`src/rtl/axis_pkt_fifo.sv`:
```
// First-word-fall-through stream FIFO with byte keep, registered ready/almost-full
// and an optional store-and-forward mode that holds output until a full packet is stored.
module axis_pkt_fifo #(
  parameter int DATA_W    = 64,
  parameter int DEPTH     = 16,
  parameter bit PKT_MODE  = 1'b0,
  parameter int AFULL_LVL = DEPTH - 2
) (
  input  logic                     clk,
  input  logic                     rst_n,
  input  logic                     s_valid,
  output logic                     s_ready,
  input  logic                     s_last,
  input  logic [DATA_W-1:0]        s_data,
  input  logic [DATA_W/8-1:0]      s_keep,
  output logic                     m_valid,
  input  logic                     m_ready,
  output logic                     m_last,
  output logic [DATA_W-1:0]        m_data,
  output logic [DATA_W/8-1:0]      m_keep,
  output logic [$clog2(DEPTH):0]   count,
  output logic [$clog2(DEPTH):0]   pkt_count,
  output logic                     s_afull
);

  localparam int AW = $clog2(DEPTH);
  localparam int CW = AW + 1;
  localparam int KW = DATA_W / 8;
  localparam int EW = DATA_W + KW + 1;

  typedef enum logic [1:0] {HOLD, FWD, RELEASE} state_t;

  logic [EW-1:0]     mem_q [DEPTH];
  logic [AW-1:0]     wr_ptr_q, rd_ptr_q;
  logic [CW-1:0]     count_q, pkt_count_q;
  logic              s_ready_q, s_afull_q;
  logic              out_valid_q, out_last_q;
  logic [DATA_W-1:0] out_data_q;
  logic [KW-1:0]     out_keep_q;
  state_t            state_q;

  logic              wr_en, rd_en, last_rd, load, load_ok;
  logic [CW-1:0]     mem_cnt, pkt_rem, count_d, pkt_count_d;
  state_t            state_d;

  always_comb begin
    wr_en       = s_valid && s_ready_q;
    rd_en       = out_valid_q && m_ready;
    last_rd     = rd_en && out_last_q;
    // The output register is counted in count_q, so the RAM holds count minus that beat.
    mem_cnt     = count_q - CW'(out_valid_q);
    pkt_rem     = pkt_count_q - CW'(last_rd);
    count_d     = count_q + CW'(wr_en) - CW'(rd_en);
    pkt_count_d = pkt_count_q + CW'(wr_en && s_last) - CW'(last_rd);
    // Store-and-forward only pulls a beat out of RAM if its packet is already complete.
    load_ok     = !PKT_MODE || (state_q == RELEASE && !last_rd) || (pkt_rem != '0);
    load        = (mem_cnt != '0) && (!out_valid_q || rd_en) && load_ok;

    state_d = state_q;
    case (state_q)
      HOLD: begin
        if (pkt_count_q != '0)
          state_d = FWD;
        else if (count_q == CW'(DEPTH))
          state_d = RELEASE;
      end
      FWD: begin
        if (last_rd && pkt_count_d == '0)
          state_d = HOLD;
      end
      RELEASE: begin
        if (last_rd)
          state_d = (pkt_rem != '0) ? FWD : HOLD;
      end
      default: state_d = HOLD;
    endcase
  end

  always_ff @(posedge clk) begin
    if (wr_en)
      mem_q[wr_ptr_q] <= {s_last, s_keep, s_data};
  end

  always_ff @(posedge clk) begin
    if (!rst_n) begin
      wr_ptr_q    <= '0;
      rd_ptr_q    <= '0;
      count_q     <= '0;
      pkt_count_q <= '0;
      s_ready_q   <= 1'b0;
      s_afull_q   <= 1'b0;
      out_valid_q <= 1'b0;
      out_last_q  <= 1'b0;
      out_data_q  <= '0;
      out_keep_q  <= '0;
      state_q     <= HOLD;
    end else begin
      count_q     <= count_d;
      pkt_count_q <= pkt_count_d;
      s_ready_q   <= (count_d < CW'(DEPTH));
      s_afull_q   <= (count_d >= CW'(AFULL_LVL));
      state_q     <= state_d;
      if (wr_en)
        wr_ptr_q <= wr_ptr_q + AW'(1);
      if (load) begin
        {out_last_q, out_keep_q, out_data_q} <= mem_q[rd_ptr_q];
        rd_ptr_q    <= rd_ptr_q + AW'(1);
        out_valid_q <= 1'b1;
      end else if (rd_en) begin
        out_valid_q <= 1'b0;
      end
    end
  end

  assign s_ready   = s_ready_q;
  assign s_afull   = s_afull_q;
  assign m_valid   = out_valid_q;
  assign m_last    = out_last_q;
  assign m_data    = out_data_q;
  assign m_keep    = out_keep_q;
  assign count     = count_q;
  assign pkt_count = pkt_count_q;

endmodule

```
`config.mk`:
```
export PLATFORM = sky130hd
export DESIGN_NAME = axis_pkt_fifo
export DESIGN_NICKNAME = d
export VERILOG_FILES = /design/src/rtl/axis_pkt_fifo.sv
export SDC_FILE = /design/constraint.sdc
export NUM_CORES = 1
export LEC_CHECK = 0
export BUFFER_PORTS_ARGS = -buffer_cell sky130_fd_sc_hd__buf_4
export CAP_MARGIN = 20
export CORE_MARGIN = 10
export CORE_UTILIZATION = 61
export DETAILED_ROUTE_END_ITERATION = 10
export HOLD_SLACK_MARGIN = 0.03
export PLACE_DENSITY = 0.78
export SLEW_MARGIN = 40
export SYNTH_ARGS = -nofsm -noshare
export SYNTH_HDL_FRONTEND = slang
export SYNTH_SLANG_ARGS = --single-unit
```
`constraint.sdc`:
```
create_clock -name clk -period 9 [get_ports clk]
set_input_delay 0 -clock clk [delete_from_list [all_inputs] [get_ports clk]]
set_output_delay 0 -clock clk [all_outputs]
set_load 0.005 [all_outputs]
```
==> run_results.csv <==
group,metric,value,unit
outcome,outcome,"completed",
worst_hold_path,hold_class,"input pin to flop",
clock_tree,worst_setup_hold_path_clk_slew,0.06,ns
critical_path,end_kind,"flop",
place,portBuffers,162,
sta,finalCriticalPeriod,3.35,ns
synthesis,synth_edf_count,1168,
floorplanning,fp.dieH,298,um
clock_tree,clock_latency,0.69,ns
synthesis,synthesis.area,47100,um2
synthesis,synth_seq_cells,1262,
sta,min_period_over_period,0.372,
synthesis,synth_ff_type,"edfxtp_1",
clock_tree,htreeDepth,3,
clock_tree,cts_tree,"done",
global_routing,grt_start_max_net_pins,101,
sta,fmax,299,MHz
pwr,finalPower,14.8,mW
drt,vias,23322,
critical_path,worstPathArrival,3.93,ns
finish,layout.nets,2488,
worst_hold_path,min_from,"s_data[59]",
place,dpl.hpwl,53300,um
clock_tree,cts_max_path_buffers,3,
drt,drc,0,
floorplanning,ios,163,
critical_path,rrSetupSlack,5.65,ns
drt,ant_nets,0,
drt,vias_per_cell,6.61,
synthesis,netlist_top_cells_count,"1168 x edfxtp_1, 292 x mux4_2, 146 x a22oi_1",
floorplanning,start_util,0.618,
sta,setup_viol,0,
synthesis,syn_inst,2097,
sta,maxSlewHeadroom,0.386,
synthesis,postSynthAreaPerCell,22.5,um2
clock_tree,cts_root_buffer,"clkbuf_16",
pwr,vdd_drop_max,0.191,mV
critical_path,path_max_fanout,44,
finish,final-seq-area,37000,um2
drt,wl_per_cell,31.3,um
sta,rsz0062_at_grt,"false",
worst_hold_path,min_path_cells,2,
worst_hold_path,hold_end,"mem_q[14][59]",
synthesis,netlist.area_leader.share,0.745,
clock_tree,cts_made_buffers,116,
finish,fill_cells,4215,
place,gp_congestion,0.760,
global_routing,grt_pass1_wl,165000,um
synthesis,ys_types,37,
critical_path,worstSetupPathType,"flop to flop",
critical_path,r2r_cells,7,
pwr,power.density,272,nW/um2
synthesis,yosysMostFrequentCell,"edfxtp_1",
global_routing,grt_pass1_vias,24875,
global_routing,grt_use_total,0.250,
floorplanning,die_area,88700,um2
drt,routed_wl,110000,um
floorplanning,fp.coreArea,76200,um2
finish,drive_above_1_share,0.286,
drt,drt_iter0_drc,2919,
sta,slew_viol_final,0,
sta,worst_pin_slew,0.922,ns
global_routing,overflow,0,
sta,setup_tns,0,ns
sta,hold_viol_final,0,
finish,multi_input_area,9550,um2
finish,utilization,0.714,
clock_tree,numClockSinks,1262,
synthesis,yosysWarnings,0,
synthesis,async_reset_ff_frac,0,
drt,first_pass_iters,5,
global_routing,antenna_found_initial,9,
sta,fin_skew,0.0252,ns
floorplanning,die_x,298,um
critical_path,crit_required,9.58,ns
finish,area_growth,15.5,%
floorplanning,rows,101,
synthesis,mappedNetlistNets,2194,
synthesis,synthTopCellsByArea,"edfxtp_1 74%, mux4_2 14%, dfxtp_1 4.0%, a22oi_1 2.3%, a22o_1 1.4%",
critical_path,startpoint_type,"flop",
critical_path,r2r-end,"m_data[1]",
critical_path,r2r_start,"rd_ptr_q[0]",
pwr,leakage,17.5,nW
job,maxCapViolCount,0,
synthesis,yosysTopAreaCell,"edfxtp_1",
synthesis,synth_seq_area_share,0.785,
[cell families (layout without fill, tap and decap cells)]
kind of cell,after synthesis,in the layout,synth area share
flip-flops,1262,1262,0.785
multiplexers,293,293,0.140
AO/OA/AOI/OAI,235,235,0.0393
AND/OR/NAND/NOR,140,140,0.0127
buffers and inverters,135,532,0.0153
adder cells (fa/ha/maj),20,20,0.00563
XOR/XNOR,12,12,0.00223
other,0,2,0
[registers in the layout, indices dropped and copies added (netlist names)]
name / cells
count: 5
wr_ptr_q: 4
pkt_count: 5
m_valid: 1
mem_q: 1168
m_keep: 8
rd_ptr_q: 4
s_afull: 1
m_last: 1
m_data: 64
s_ready: 1
[where the power goes]
group,internal [mW],switching [mW]
clock network,2.84,2.12
logic,1.56,1.39
registers,6.65,0.220
[layout by cell type, fill, tap and decap left out, types with 7 or more instances in the layout]
cell type      synthesis  layout
ha_1                  18      18
a22o_1                73      73
bufinv_16              0      12
a21oi_1                7       7
clkbuf_8               0      13
nor2_1                26      13
buf_6                 19      14
and2_1                 9       7
clkbuf_16              0     116
clkinv_2               0      22
nor2_4                 0      14
mux4_2               292     292
buf_4                 12     189
edfxtp_1            1168    1168
inv_1                 16      16
nand2_1               85      85
dlygate4sd3_1          0      76
dfxtp_1               94      92
a22oi_1              146     146
clkbuf_1              44      29
clkinv_1               0      14
[worst max-delay path, cell delays in order, from the launching register on]
cell     delay, ns
dfxtp_4       0.79
buf_6         0.60
buf_6         0.33
buf_16        0.31
mux4_2        0.54
a22oi_1       0.24
nand2_1       0.09
a22o_1        0.20
[area by class of cell]
type / instances / area share
antenna: 2 / 0.0000920
clock buffer: 158 / 0.0587
clock inverter: 63 / 0.0127
inverter: 18 / 0.00124
multi-input combinational: 700 / 0.176
sequential: 1262 / 0.680
tap: 1030 / 0.0237
timing repair buffer: 293 / 0.0482
[metal layers]
metal,GRT usage,up-vias,wire [um]
met5,0,-,50
met1,0.326,12281,40000
li1,-,9446,-
met2,0.421,1376,57100
met4,0.0852,8,3040
met3,0.0482,211,10100
[worst max path at each step]
stage                     cells after the start  slack (ns)         from     endpoint
after detailed placement                      6        5.51  rd_ptr_q[0]    m_data[7]
after global placement                        6        5.11  rd_ptr_q[0]    m_keep[6]
final                                         7        5.65  rd_ptr_q[0]    m_data[1]
after CTS                                     6        5.50  rd_ptr_q[0]    m_data[7]
after floorplan                               4        2.55      s_ready  mem_q[3][0]
after global routing                          7        5.34  rd_ptr_q[0]    m_data[1]
[repair_timing]
| item | in CTS | in global routing |
|---|---|---|
| gates resized for setup | 0 | 0 |
| hold endpoints to repair | 1210 | 0 |
| setup buffers | 0 | 0 |
| hold buffers | 76 | 0 |
[metrics by stage]
step	hold WS, ns	setup slack, ns	area (um2)	instances
after floorplan	0.0989	2.55	47100	2097
after global placement	0.282	5.11	49400	3215
after detailed placement	0.298	5.51	49700	3224
after CTS	0.108	5.50	54300	3521
after global routing	0.169	5.34	54400	3524
final	0.152	5.65	54400	3526
Note: power is estimated with default switching activity, not from simulation.
